$ cat config.mk
export PLATFORM = sky130hd
export DESIGN_NAME = prog_loader
export DESIGN_NICKNAME = d
export VERILOG_FILES = /design/src/rtl/prog_loader.sv
export SDC_FILE = /design/constraint.sdc
export NUM_CORES = 1
export LEC_CHECK = 0
export ABC_AREA = 0
export ABC_CLOCK_PERIOD_IN_PS = 1800
export BUFFER_PORTS_ARGS = -buffer_cell sky130_fd_sc_hd__buf_4
export CAP_MARGIN = 20
export CORE_MARGIN = 2
export CORE_UTILIZATION = 35
export DETAILED_ROUTE_END_ITERATION = 12
export PLACE_DENSITY = 0.61
export SYNTH_ARGS = -nofsm -noshare
export SYNTH_HDL_FRONTEND = slang
export SYNTH_SLANG_ARGS = --single-unit
export TNS_END_PERCENT = 10
$ cat constraint.sdc
create_clock -name clk -period 1.8 [get_ports clk]
set_input_delay 0.36 -clock clk [delete_from_list [all_inputs] [get_ports clk]]
set_output_delay 0.36 -clock clk [all_outputs]
set_load 0.02 [all_outputs]
$ cat src/rtl/prog_loader.sv
// -----------------------------------------------------------------------------
// prog_loader
//
// Purpose: receives a framed program image over a byte stream and writes it
// into a CPU instruction memory. The CPU is held in reset until a frame with a
// good checksum has been completely written.
//
// Frame: SYNC_BYTE, length byte L, N = L+1 words (high byte first, N capped at
// 2^ADDR_W), then a checksum byte equal to the XOR of all 2N data bytes.
//
// Ports:
//   clk        - single clock, rising edge
//   reset      - synchronous, active-high reset
//   in_data    - byte stream from the host
//   in_valid   - in_data is valid
//   in_ready   - loader accepts a byte this cycle (low only while writing)
//   mem_we     - one-cycle instruction-memory write strobe
//   mem_addr   - instruction word address
//   mem_wdata  - instruction word (opcode in [15:12])
//   cpu_reset  - holds the CPU in reset unless a good program is loaded
//   busy       - a load is in progress
//   done       - last load completed with a good checksum
//   err        - last load failed its checksum
// -----------------------------------------------------------------------------
module prog_loader #(
    parameter int          ADDR_W    = 8,
    parameter logic [7:0]  SYNC_BYTE = 8'hA5
) (
    input  logic              clk,
    input  logic              reset,
    input  logic [7:0]        in_data,
    input  logic              in_valid,
    output logic              in_ready,
    output logic              mem_we,
    output logic [ADDR_W-1:0] mem_addr,
    output logic [15:0]       mem_wdata,
    output logic              cpu_reset,
    output logic              busy,
    output logic              done,
    output logic              err
);

    typedef enum logic [2:0] {
        ST_SYNC,
        ST_LEN,
        ST_HI,
        ST_LO,
        ST_WR,
        ST_CHK,
        ST_DONE,
        ST_FAIL
    } state_t;

    // Highest word index the memory can hold; longer frames are truncated to it.
    localparam int MAX_LAST = (1 << ADDR_W) - 1;

    state_t            r_state;
    state_t            w_next;
    logic [ADDR_W-1:0] r_addr;
    logic [ADDR_W-1:0] r_last;
    logic [15:0]       r_wdata;
    logic [7:0]        r_csum;

    logic              w_accept;
    logic              w_is_sync;
    logic              w_last_word;
    logic [ADDR_W-1:0] w_len_last;

    assign w_accept    = in_valid & in_ready;
    assign w_is_sync   = (in_data == SYNC_BYTE);
    assign w_last_word = (r_addr == r_last);
    // The length byte is already N-1, i.e. the index of the last word.
    assign w_len_last  = (32'(in_data) > MAX_LAST) ? ADDR_W'(MAX_LAST)
                                                   : ADDR_W'(in_data);

    assign mem_addr  = r_addr;
    assign mem_wdata = r_wdata;

    // NOTE: state registers use non-blocking assignments so every register
    // samples pre-edge values regardless of process ordering.
    always_ff @(posedge clk) begin
        if (reset) r_state <= ST_SYNC;
        else       r_state <= w_next;
    end

    // NOTE: every output of this block gets a default before the case, so no
    // path leaves a signal unassigned and no latch is inferred.
    always_comb begin
        w_next    = r_state;
        in_ready  = 1'b1;
        mem_we    = 1'b0;
        busy      = 1'b0;
        done      = 1'b0;
        err       = 1'b0;
        cpu_reset = 1'b1;
        unique case (r_state)
            ST_SYNC: if (w_accept && w_is_sync) w_next = ST_LEN;
            ST_LEN: begin
                busy = 1'b1;
                if (w_accept) w_next = ST_HI;
            end
            ST_HI: begin
                busy = 1'b1;
                if (w_accept) w_next = ST_LO;
            end
            ST_LO: begin
                busy = 1'b1;
                if (w_accept) w_next = ST_WR;
            end
            ST_WR: begin
                busy     = 1'b1;
                in_ready = 1'b0;
                mem_we   = 1'b1;
                w_next   = w_last_word ? ST_CHK : ST_HI;
            end
            ST_CHK: begin
                busy = 1'b1;
                if (w_accept) w_next = (in_data == r_csum) ? ST_DONE : ST_FAIL;
            end
            ST_DONE: begin
                done      = 1'b1;
                cpu_reset = 1'b0;
                if (w_accept && w_is_sync) w_next = ST_LEN;
            end
            ST_FAIL: begin
                err = 1'b1;
                if (w_accept && w_is_sync) w_next = ST_LEN;
            end
            default: w_next = ST_SYNC;
        endcase
    end

    // Datapath: address, word count, data word and running checksum.
    always_ff @(posedge clk) begin
        if (reset) begin
            r_addr  <= '0;
            r_last  <= '0;
            r_wdata <= '0;
            r_csum  <= '0;
        end else begin
            unique case (r_state)
                ST_SYNC, ST_DONE, ST_FAIL: begin
                    if (w_accept && w_is_sync) begin
                        r_addr <= '0;
                        r_csum <= '0;
                    end
                end
                ST_LEN: if (w_accept) r_last <= w_len_last;
                ST_HI: begin
                    if (w_accept) begin
                        r_wdata[15:8] <= in_data;
                        r_csum        <= r_csum ^ in_data;
                    end
                end
                ST_LO: begin
                    if (w_accept) begin
                        r_wdata[7:0] <= in_data;
                        r_csum       <= r_csum ^ in_data;
                    end
                end
                // The index stops on the last word so mem_addr never passes
                // N-1, which also rules out wrap-around on a full-size image.
                ST_WR: if (!w_last_word) r_addr <= r_addr + 1'b1;
                default: ;
            endcase
        end
    end

endmodule
* Yosys cells after proc, flatten, opt, wreduce, memory -nomap -nowiden
Index checks and enable logic that the tools add are counted. W data, S select, Z words.
Word-level totals: register bits after elaboration 43, bits in latches 0, memory bits (writable) 0, bits in read-only memories 0, input bits 11, output and inout port bits 30, word-level logic and storage cells 58, memories kept 0
Cells by class: add/subtract/negate cells 1, $mul 0, divide/modulo/power cells 0, $lt $le $gt $ge 0, equality and inequality tests 17, shift operators 0, muxes and demuxes 19, bitwise logic cells 2, reductions and logical operators 13
Operators by type and width (number):
- $pmux W8 S2 | 2
- $mux W8 | 3
- $mux W3 | 6
- $pmux W3 S6 | 1
- $eq A8 B8 Y1 | 2
- $eq A3 B3 Y1 const B | 4
- $ne A2 B2 Y1 const B | 5
- $add A8 B1 Y8 const B | 1
- $eq A8 B8 Y1 const B | 1
- $xor A8 B8 Y8 | 1
- $mux W1 | 7
- $eq A3 B2 Y1 const B | 2
- $reduce_and A2 Y1 | 3
- $reduce_and A3 Y1 | 2
- $reduce_and A5 Y1 | 1
- $reduce_or A5 Y1 | 1
- $ne A2 B1 Y1 const B | 2
- $reduce_bool A2 Y1 | 2
- $eq A3 B1 Y1 const B | 1
- $logic_not A3 Y1 | 1
- $reduce_or A3 Y1 | 1
- $reduce_or A2 Y1 | 1
- $and A1 B1 Y1 | 1
- $logic_and A1 B1 Y1 | 1

* Longest topological paths before layout
Gate-level depths: netlist of the first run.
depth after elaboration 6, mapped depth 7, mapped depth without buffers 5

* Least setup slack after synthesis of the first run
Ideal clock, no wire load.
path kind input -> register, from input port in_data[4], to register r_addr[3] (netlist: mem_addr[3]), library setup time 59 ps, arrival 1670 ps, required time 1741 ps, setup slack 71 ps, stages on the path 5, path buffers 1, cells stage by stage clkbuf_1 -> nand4bb_1 -> a2111o_1 -> a2111o_1 -> nand2_1
On the way: longest elaborated chain between the ends 4
Ends and longest elaborated chain:
- start: declaration | line 31 | input logic [7:0] in_data,
- $eq A8 B8 Y1 | line 70 | assign w_is_sync = (in_data == SYNC_BYTE);
- $logic_and A1 B1 Y1 | line 143 | if (w_accept && w_is_sync) begin
- $ne A2 B1 Y1 (no line)
- $reduce_and A3 Y1 (no line)
- end signal: assignment | line 163 | ST_WR: if (!w_last_word) r_addr <= r_addr + 1'b1;
- end: declaration | line 59 | logic [ADDR_W-1:0] r_addr;
No other way between the ends. A chain may end at the register's enable or synchronous reset.

* Worst setup path in the final report of the first run
from register r_state[2], to output port busy
On the way: longest elaborated chain between the ends 3, elaborated cells between the ends (all ways) 7, those cells by class eq/ne: 5; mux: 1; reduce/logical: 1
Ends and longest elaborated chain:
- start: declaration | line 57 | state_t r_state;
- start signal: assignment | line 83 | else r_state <= w_next;
- $eq A3 B3 Y1 (tied with other cells) | line 96 | unique case (r_state)
- $reduce_or A5 Y1 (no line) (*)
- $mux W1 (*) | line 96
- end: declaration | line 38 | output logic busy,
Mark *: on every way between the ends. The rest lies on a longest branch, timed or not.

==> flow_metrics.tcl, run 1 <==
set metrics [dict create \
    fp.dieW_um 81.3 \
    synth_most_common_cell "nand2_1" \
    yosysTopAreaCell "dfxtp_1" \
    cts-buffers-inserted 5 \
    synth_edf_count 0 \
    drtIter0Drc 119 \
    io_pins 41 \
    synthTopCellsByArea "dfxtp_1 41%, nand2_1 10%, a21oi_1 9.3%" \
    crit_type "reg -> out" \
    clk-insertion-delay-late_ns 0.29 \
    arrival_ns 1.35 \
    worstHoldPathCells 3 \
    syn_inst 266 \
    hold_path.class "in -> reg" \
    gp_congestion 0.840 \
    dieArea_um2 6620 \
    grt-ovfl-total 0 \
    p_sw_w 0.000492 \
    antenna_found_initial 0 \
    required_ns 1.44 \
    ant_nets 0 \
    holdBufCountCts 0 \
    grt_pass1_wl_mm 9.49 \
    root_buffer "clkbuf_8" \
    leakage_nw 1.04 \
    initial_core_util_pct 35.8 \
    p_int_w 0.00146 \
    drc 0 \
    hold_slack_ns 0.410 \
    synth_seq_cells 43 \
    relSlewSlack_pct 63.8 \
    max_cap_violations 0 \
    fin_util_pct 47.0 \
    wl_per_cell_um 14.5 \
    cts_sinks 43 \
    cts_tree "built" \
    outcome "completed" \
    h-tree-depth 2 \
    cts_setup_buffers 0 \
    cp-end-kind "output port" \
    power_per_cell_area_nw_per_um2 712 \
    seqPwrFrac_pct 49.9 \
    rsz0062_at_grt "false" \
    irDropWorstVdd_mv 0.499 \
    dpl.hpwl_mm 4.21 \
    firstDrtPassIters 4 \
    rows 28 \
    yosysWarnings 0 \
    path_max_fanout 7 \
    first_global_vias 1862 \
    fin_crit_ns 1.71 \
    worstMarginPinSlew_ns 0.541 \
    combPwrFrac_pct 11.0 \
    clock_skew_ns 0.00430 \
    syn_area_per_cell_um2 7.87 \
    synth_top_cell_area_share_pct 41.1 \
    vias 2098 \
    synthesis.area_um2 2090 \
    cts_resized 0 \
    r2r_cells 5 \
    track_usage_pct 18.8 \
    synth_common_cells "56 x nand2_1, 43 x dfxtp_1, 39 x a21oi_1, 14 x clkbuf_1, 11 x xnor2_1" \
    wl_mm 5.82 \
    async_flop_share_pct 0 \
    fill_cells 616 \
    switching_share_pct 25.1 \
    area_growth_pct 31.3 \
    hold_viol 0 \
    syn-num-nets 278 \
    synth_ff_type "dfxtp_1" \
    slew_viol_final 0 \
    io_buffer_count 40 \
    clkPwrFrac_pct 39.2 \
    ys_seq_area_share_pct 41.1 \
    layout-drive-gt1-share_pct 25.2 \
    coreArea_um2 5850 \
    grt_max_degree 37 \
    min_period_over_period_pct 95.0 \
    clockBufferDepth 2 \
    clk_pin_slew_ns 0.08 \
    insertedDiodeCount 0 \
    max_freq_mhz 584 \
    die_y_um 81.3 \
    viasPerCell 5.23 \
    setup_viol_count_final 0 \
    nets 337 \
    cp-start-kind "flip-flop" \
    ys_types 44 \
]
## layer usage
layer	share of wire [%]	up-vias	track usage, %
li1	-	1056	-
met1	50	981	26.7
met2	44	56	28.7
met3	5.2	5	4.00
met4	0.76	0	5.25
met5	0	-	0
## cell type report
class	count	area (um2)	area share, %
inverter	9	33.8	1.23
clock buffer	5	68.8	2.50
clock inverter	3	43.8	1.59
multi-input combinational	197	1130	41.1
tap	75	93.8	3.41
sequential	43	861	31.3
timing repair buffer	69	518	18.8
## power groups by stage
stage | Combinational (W) | Sequential [W] | Clock, W
after floorplan | 0.000118 | 0.00100 | 0
after global placement | 0.000212 | 0.000997 | 0
after detailed placement | 0.000213 | 0.000998 | 0
after CTS | 0.000214 | 0.000976 | 0.000782
after global routing | 0.000234 | 0.000978 | 0.000830
final | 0.000215 | 0.000975 | 0.000766
## final timing paths
path	from	slack, ns	to
min	in_valid	0.41	r_csum[3]
min reg2reg	mem_wdata[5]	0.46	mem_wdata[5]
max reg2reg	r_state[2]	0.10	mem_addr[3]
max	r_state[2]	0.09	busy
## critical path: stages, from the launching register on
cell and delay [ns]:
dfxtp_1 0.38, or3_1 0.35, and2_1 0.17, buf_4 0.15
## kinds of logic (layout without fill, tap and decap cells)
| group | count (synthesis) | after routing | share of synthesized area (%) |
|---|---|---|---|
| xor gates and xnor gates | 12 | 12 | 5.02 |
| AOI/OAI and AO/OA | 78 | 78 | 23.5 |
| DFF | 43 | 43 | 41.1 |
| and+or+nand+nor | 106 | 106 | 24.7 |
| adders and majority gates | 1 | 1 | 0.598 |
| buffers and inverters | 26 | 86 | 5.08 |
## through the flow
stage / worst slack (ns) / instances / instance area, um2 / TNS (ns) / power (W)
floorplan: 0.0711 / 266 / 2090 / 0 / 0.00112
global placement: -0.0376 / 393 / 2630 / -0.0376 / 0.00121
detailed placement: -0.0999 / 393 / 2630 / -0.381 / 0.00121
CTS: 0.0929 / 401 / 2750 / 0 / 0.00197
global route: 0.00303 / 401 / 2750 / 0 / 0.00204
finish: 0.0891 / 401 / 2750 / 0 / 0.00196
## state kept, by name, summed over array words and instances (netlist names)
name and cells:
mem_wdata 16, r_state 3, r_csum 8, mem_addr 8
r_last 8
## cell usage in the layout, fill, tap and decap left out, types with 2 or more instances in the layout
cell type,count
nand2_1,56
a21oi_1,38
nand3_1,4
o31ai_1,8
or3_1,2
nor2_1,8
buf_4,69
nor2b_1,4
o32ai_1,3
dfxtp_1,43
or4_1,3
xnor2_1,11
nand4b_1,3
nand4bb_1,2
inv_1,8
o311ai_0,2
nor3_1,3
nand2b_1,7
a211oi_1,4
clkbuf_8,5
o21ai_1,7
nor4_1,2
a2111o_1,2
nand4_1,5
and2_1,3
o21ai_0,4
Power figures use the tool's default switching activity.
==> inputs of run 2 (changes only) <==
--- a/config.mk
+++ b/config.mk
@@ -12,8 +12,8 @@
 export CORE_MARGIN = 2
 export CORE_UTILIZATION = 35
 export DETAILED_ROUTE_END_ITERATION = 12
+export GPL_TIMING_DRIVEN = 0
 export PLACE_DENSITY = 0.61
 export SYNTH_ARGS = -nofsm -noshare
 export SYNTH_HDL_FRONTEND = slang
 export SYNTH_SLANG_ARGS = --single-unit
-export TNS_END_PERCENT = 10
==> run 2 against run 1 <==
Against the previous run:
- maximum frequency down 3.5%
- global-route usage down 0.98 points
- worst hold slack worse by 0.062 ns
- core utilization down 2.1 points
- final cell count down 4.2%
- cell area down 4.5%
- register-to-register slack worse by 0.05 ns
- clock skew up 0.0033 ns
==> flow_metrics.tcl, run 2 (synthesized netlist as in run 1, its figures left out) <==
set metrics [dict create \
    worstMarginPinSlew_ns 0.596 \
    hold_viol 0 \
    first_global_vias 1798 \
    cts-buffers-inserted 5 \
    nets 320 \
    hold_path.class "in -> reg" \
    required_ns 1.44 \
    ant_nets 0 \
    most-common-layout-cells "55 x nand2_1, 38 x a21oi_1, 38 x dfxtp_1, 35 x buf_4, 11 x xnor2_1" \
    cts_sinks 43 \
    timing.rr.end "mem_addr[3]" \
    cp_slowest_cell "or3_4" \
    antenna_found_initial 0 \
    p_total_w 0.00184 \
    dpl.hpwl_mm 3.83 \
    root_buffer "clkbuf_8" \
    io_buffer_count 34 \
    area_growth_pct 25.4 \
    setup_viol_count_final 0 \
    leakage_nw 0.923 \
    wl_per_cell_um 14.7 \
    layout_commonest_cell "nand2_1" \
    wl_mm 5.66 \
    min_period_over_period_pct 98.5 \
    reg2reg_from "r_state[0]" \
    firstDrtPassIters 6 \
    rows 28 \
    die_y_um 81.3 \
    coreArea_um2 5850 \
    grt_pass1_wl_mm 8.98 \
    min_to "mem_wdata[6]" \
    slowest_delay_ns 0.36 \
    dp_cells 375 \
    tns_ns 0 \
    design_area_um2 2630 \
    min_from "in_data[6]" \
    insertedDiodeCount 0 \
    track_usage_pct 17.8 \
    clk-insertion-delay-late_ns 0.30 \
    crit_buf_inv 2 \
    vias 2036 \
    dieArea_um2 6620 \
    grt-ovfl-total 0 \
    rsz0062_at_grt "true" \
    irDropWorstVdd_mv 0.441 \
    cp-start-kind "flip-flop" \
    r2r_cells 5 \
    clock_skew_ns 0.00758 \
    viasPerCell 5.30 \
    path_max_fanout 10 \
    fp.dieW_um 81.3 \
    crit_family "simple AND/OR/NAND/NOR gates" \
    startpoint "r_state[0]" \
    crit_path_cell_trace "buf_6 -> or3_4 -> and2_1 -> buf_4" \
    io_pins 41 \
    h-tree-depth 2 \
    fin_crit_ns 1.77 \
    layout-drive-gt1-share_pct 21.4 \
    clockBufferDepth 2 \
    grt_max_degree 14 \
    largest_register_ffs 16 \
    worstHoldPathCells 3 \
    final_cells 384 \
    gp_congestion 0.803 \
    drc 0 \
    initial_core_util_pct 35.8 \
    max_freq_mhz 564 \
    slew_viol_final 0 \
    max_cap_violations 0 \
    relSlewSlack_pct 60.3 \
    cts_tree "built" \
    rrSetupSlack_ns 0.05 \
    drtIter0Drc 135 \
    power_per_cell_area_nw_per_um2 700 \
    arrival_ns 1.41 \
    clk_pin_slew_ns 0.08 \
    place_area_um2 2440 \
    outcome "completed" \
    crit_type "reg -> out" \
    cp-end-kind "output port" \
]
[run 2: cell types whose count changed in the layout (fill, tap and decap cells not counted), moves of 2 or more]
cell and change:
buf_4 -34, buf_6 +2, clkbuf_1 +9, clkbuf_2 +4, clkbuf_4 +2, dfxtp_1 -5
dfxtp_2 +5
[run 2: worst min-delay path, stage by stage]
cell     delay (ns)
buf_4          0.14
nand2_1        0.05
a21oi_1        0.05
[run 2: area by class of cell]
class / instances / area, um2
plain buffers: 17 / 91.3
clock buffers: 7 / 86.3
clock inverters: 1 / 8.76
fillers: 586 / 3230
inverters: 9 / 33.8
multi-input cells: 197 / 1180
flip-flops and latches: 43 / 867
well taps: 75 / 93.8
repair buffers: 35 / 263
[run 2: what timing repair did]
item / 4_1_cts / 5_1_grt
buffers inserted: 0 / 1
setup endpoints to repair: 23 / 28
pin swaps: 0 / 2
hold buffers: 0 / 0
gates resized for setup: 6 / 24
cloned: 0 / 0
[run 2: per-layer routing]
layer / up-vias / wire length [um] / global-route usage [%]
met3: 6 / 353 / 3.89
li1: 1025 / - / -
met1: 940 / 2750 / 24.6
met2: 65 / 2490 / 27.9
met4: 0 / 67 / 5.25
met5: - / 0 / 0
[run 2: through the flow]
| stage | worst slack (ns) | util (%) | hold WS [ns] |
|---|---|---|---|
| floorplan | 0.0711 | - | 0.446 |
| global route | -0.0175 | 44.9 | 0.356 |
| global placement | -0.291 | 41.7 | 0.442 |
| detailed placement | -0.320 | 41.7 | 0.450 |
| CTS | 0.00665 | 43.6 | 0.342 |
| finish | 0.0270 | 44.9 | 0.348 |
[run 2: report_power, final]
| group | switching, W | internal [W] | total [W] |
|---|---|---|---|
| Sequential | 0.0000112 | 0.000965 | 0.000977 |
| Clock | 0.000347 | 0.000315 | 0.000661 |
| Combinational | 0.000130 | 0.0000696 | 0.000200 |
[run 2: worst max-delay path by stage]
stage               cells past startpoint          end  slack [ns]
finish                                  4         busy        0.03
global route                            6    r_csum[5]       -0.02
CTS                                     5    cpu_reset       0.007
detailed placement                      6    r_csum[3]       -0.32
global placement                        6    r_csum[3]       -0.29
floorplan                               5  mem_addr[3]        0.07
